--- config.mk ---
export PLATFORM = sky130hd
export DESIGN_NAME = acc_breg_alu
export DESIGN_NICKNAME = d
export VERILOG_FILES = /design/src/rtl/acc_breg_alu.sv
export SDC_FILE = /design/constraint.sdc
export NUM_CORES = 1
export LEC_CHECK = 0
export ABC_CLOCK_PERIOD_IN_PS = 3640
export BUFFER_PORTS_ARGS = -buffer_cell sky130_fd_sc_hd__buf_4
export CORE_MARGIN = 2
export CORE_UTILIZATION = 40
export CTS_CLUSTER_SIZE = 25
export DETAILED_ROUTE_END_ITERATION = 7
export PLACE_DENSITY_LB_ADDON = 0.3
export SYNTH_ARGS = -nofsm -noshare
export SYNTH_HDL_FRONTEND = slang
export SYNTH_SLANG_ARGS = --single-unit
--- constraint.sdc ---
create_clock -name CLK -period 3.64 [get_ports CLK]
set_input_delay 0.546 -clock CLK [delete_from_list [all_inputs] [get_ports CLK]]
set_output_delay 0.546 -clock CLK [all_outputs]
set_load 0.1 [all_outputs]
--- src/rtl/acc_breg_alu.sv ---
// acc_breg_alu
//   Accumulator + B register + add/subtract ALU sharing one bus, in the
//   style of a simple SAP-style datapath slice.
//
// Ports
//   CLK                 rising-edge clock
//   RESET               asynchronous active-low reset, clears both registers
//   in                  programmer data (load_Acc / load_Breg path)
//   bus_in              current bus value (WE_Acc / WE_Breg path)
//   WE_Acc, load_Acc    accumulator write-from-bus / load-from-programmer
//   WE_Breg, load_Breg  B register write-from-bus / load-from-programmer
//   OE_Acc, OE_Breg,
//   OE_ALU              bus output enables, priority Acc > Breg > ALU
//   SUB                 ALU mode: 0 = Acc+B, 1 = Acc-B
//   bus_out, bus_drive  value driven on the bus, and whether any OE is active
//   Acc_out, Breg_out,
//   ALU_out             continuous observation of registers and ALU result
//   carry, zero         only with ACC_BREG_ALU_FLAGS_EN defined:
//                       carry-out (subtract: 1 = no borrow), ALU result == 0
//
// Build option
//   ACC_BREG_ALU_FLAGS_EN  adds the carry/zero outputs and their logic.

module acc_breg_alu #(
    parameter int WIDTH = 8
) (
    input  logic             CLK,
    input  logic             RESET,
    input  logic [WIDTH-1:0] in,
    input  logic [WIDTH-1:0] bus_in,
    input  logic             WE_Acc,
    input  logic             load_Acc,
    input  logic             OE_Acc,
    input  logic             WE_Breg,
    input  logic             load_Breg,
    input  logic             OE_Breg,
    input  logic             OE_ALU,
    input  logic             SUB,
    output logic [WIDTH-1:0] bus_out,
    output logic             bus_drive,
    output logic [WIDTH-1:0] Acc_out,
    output logic [WIDTH-1:0] Breg_out,
`ifdef ACC_BREG_ALU_FLAGS_EN
    output logic             carry,
    output logic             zero,
`endif
    output logic [WIDTH-1:0] ALU_out
);

    logic [WIDTH-1:0] acc_q, acc_d;
    logic [WIDTH-1:0] breg_q, breg_d;
    logic [WIDTH:0]   alu_wide;

    // Register next-state: bus write beats programmer load, else hold.
    always_comb begin
        acc_d = acc_q;
        if (WE_Acc)
            acc_d = bus_in;
        else if (load_Acc)
            acc_d = in;

        breg_d = breg_q;
        if (WE_Breg)
            breg_d = bus_in;
        else if (load_Breg)
            breg_d = in;
    end

    always_ff @(posedge CLK or negedge RESET) begin
        if (!RESET) begin
            acc_q  <= '0;
            breg_q <= '0;
        end else begin
            acc_q  <= acc_d;
            breg_q <= breg_d;
        end
    end

    // Subtract is Acc + ~B + 1 in WIDTH+1 bits, so the top bit is the
    // carry-out for add and the "no borrow" indication for subtract.
    always_comb begin
        alu_wide = '0;
        if (SUB)
            alu_wide = {1'b0, acc_q} + {1'b0, ~breg_q} + {{WIDTH{1'b0}}, 1'b1};
        else
            alu_wide = {1'b0, acc_q} + {1'b0, breg_q};
    end

    always_comb begin
        bus_out   = '0;
        bus_drive = 1'b0;
        if (OE_Acc) begin
            bus_out   = acc_q;
            bus_drive = 1'b1;
        end else if (OE_Breg) begin
            bus_out   = breg_q;
            bus_drive = 1'b1;
        end else if (OE_ALU) begin
            bus_out   = alu_wide[WIDTH-1:0];
            bus_drive = 1'b1;
        end
    end

    assign Acc_out  = acc_q;
    assign Breg_out = breg_q;
    assign ALU_out  = alu_wide[WIDTH-1:0];

`ifdef ACC_BREG_ALU_FLAGS_EN
    assign carry = alu_wide[WIDTH];
    assign zero  = (alu_wide[WIDTH-1:0] == '0);
`endif

endmodule

==> out/qor.csv <==
metric,value,unit
Fin. Hold Viols,0,
IO Pins,59,
"Reg clk slew, reported paths",60,ps
Post-DRT Antenna Nets,0,
number of flops mapped to enable cells by yosys,0,
total grt overflow,0,
Ant. Diodes,0,
class of the worst hold path,in2async,
Int Pwr,0.510,mW
register share of total power,18.2,%
hold buffers post-CTS,0,
GP Congestion,0.915,
Yosys top cell area share,26.0,%
Final TNS setup,0,ps
row count,22,
setup bufs post-CTS,0,
Ys Warns,0,
Port Buffers,58,
antenna violations before repair,0,
die width,66.1,um
syn_area_per_cell,8.37,sq um
clk_skew,0,ps
CTS Buf Count,3,
Die ar.,4360,sq um
first-pass GRT wire length,6010,um
part of the cycle the worst path needs,87.1,%
Async SR Flop Fraction,100,%
P_leak,1.06,nW
reg2reg start,Breg_out[7],
CTS tree,done,
crit path launch,Acc_out[2],
final setup violation count,0,
Gate Count Post-Synth,184,
via/cell ratio,5.20,
Yosys reg bits,16,
Worst EP arrival,2620,ps
"count leader, synth",nand2_1,
Switching Share,58.8,%
vias post-DR,1486,
Sequential Area,414,sq um
Slew @ Worst Pin,589,ps
starting density of the core,41.8,%
max-cap viol count,0,
R2R cell count,2,
# DRC,0,
fmax,316,MHz
Setup CP Type,reg2out,
drt wl/cell,13.2,um
status,"finished, final reports clean",
combinational share of power,71.4,%
"Area growth, synth to finish",43.9,%
largest net degree at the start of global routing,20,
Synth top cells by count,"26 x nand2_1, 24 x o21ai_0, 19 x mux2i_1, 16 x dfrtp_1, 14 x ha_1",
startpoint types,register,
GRT Overall Usage,17.3,%
syn_nets,226,
Sink Count,16,
Clock Path Buffers,2,
Reg2Reg Setup Slack,2790,ps
Iter 0 DRT Violations,89,
"Slew Viols, Final",0,
core area,3690,sq um
Power Total,1.24,mW
Die Y,66.1,um
nets,281,
Synth cell types,36,
Clk pwr share,10.4,%
"Core Util, Final",60.1,%
crit-path max FO,6,
Reg-to-Reg End,Breg_out[7],
layout cells sized above 1,38.7,%
DR pass1 iterations,4,
Tmin final,3170,ps
commonest register cell after synthesis,dfrtp_1,
cell taking the most area after synthesis,dfrtp_1,
PostCTS Resize Cnt,0,
total net switching power,0.727,mW
RSZ-0062 raised after global routing,no,
vias in the first global route,1321,
clk_lat worst skew,240,ps
critical path endpoint category,primary output,
Mapped Area,1540,sq um
multi-input gate area in the final layout,1220,sq um
final WL,3780,um
WP data required,3090,ps
clk root buf,clkbuf_8,
H-Tree Depth,1,
Max rail drop VDD,0.000294,V
Max transition margin,60.3,%
Fillers,348,
hpwl dp,3110,um
PD cells,558,nW/um^2
ranking of synthesized cells by area,"dfrtp_1 26%, mux2i_1 12%, ha_1 11%",
sequential area share after synthesis,26.0,%
-- cell type report --
| cell class | instances | area share [%] |
|---|---|---|
| multi-input cells | 148 | 54.9 |
| repair buffers | 58 | 19.6 |
| flip-flops and latches | 16 | 18.7 |
| well taps | 48 | 2.71 |
| clock buffers | 4 | 2.03 |
| inverters | 12 | 2.03 |
-- flip-flops by register name (all words and copies together) (netlist names) --
name / count
Breg_out: 8
Acc_out: 8
-- metrics by stage --
stage                     cell area (sq um)  cells  setup WS (ps)  hold WS [ps]
final                                  2220    286            471           149
after detailed placement               2170    282            753           410
after global placement                 2170    282            781           409
after floorplan                        1710    184           40.8           250
after CTS                              2220    286            480           152
after global routing                   2220    286            346           154
-- critical path, stage by stage (launching register included) --
cell and delay (ps):
dfrtp_2 430, ha_1 400, inv_2 100, a221oi_2 350
o31ai_2 120, o22ai_2 240, xor2_4 110, a221o_4 400
buf_4 230
-- cells in the final DEF (no fill, tap or decap), types with 4 or more instances in the layout --
master / count
a21oi_1: 9
buf_4: 58
dfrtp_1: 5
dfrtp_2: 11
ha_1: 14
inv_1: 11
mux2i_1: 19
nand2_1: 26
nor2_1: 8
nor2b_1: 4
nor3_1: 4
o21ai_0: 23
xnor2_4: 4
-- power by group through the flow --
stage          registers (mW)  clock network, mW  logic (mW)
2_1_floorplan           0.343                  0       0.605
3_3_place_gp            0.227                  0       0.884
3_5_place_dp            0.228                  0       0.886
4_1_cts                 0.225              0.131       0.887
5_1_grt                 0.229              0.142       0.919
6_report                0.225              0.129       0.883
-- worst max path at each step --
stage | end | depth (start not counted) | slack (ps)
2_1_floorplan | bus_out[5] | 7 | 40
3_3_place_gp | bus_out[5] | 8 | 780
3_5_place_dp | bus_out[5] | 8 | 750
4_1_cts | bus_out[5] | 8 | 480
5_1_grt | bus_out[5] | 8 | 350
6_report | bus_out[5] | 8 | 470
-- per-layer routing --
layer  vias up  wire, um  track usage, %
met5         -         0               0
met2        39      1760            27.9
met4         0         8            2.55
met1       689      1870            26.0
met3         2       139            1.19
li1        756         -               -
-- cell families after synthesis --
logic type / count (synthesis) / share of synthesized area (%)
AOI/OAI and AO/OA: 54 / 21.9
xor gates and xnor gates: 7 / 4.47
adders and majority gates: 16 / 14.0
buffers and inverters: 20 / 5.36
DFF: 16 / 26.0
muxes: 21 / 13.8
and+or+nand+nor: 50 / 14.5
No activity file was read; power rests on OpenSTA's default activity.
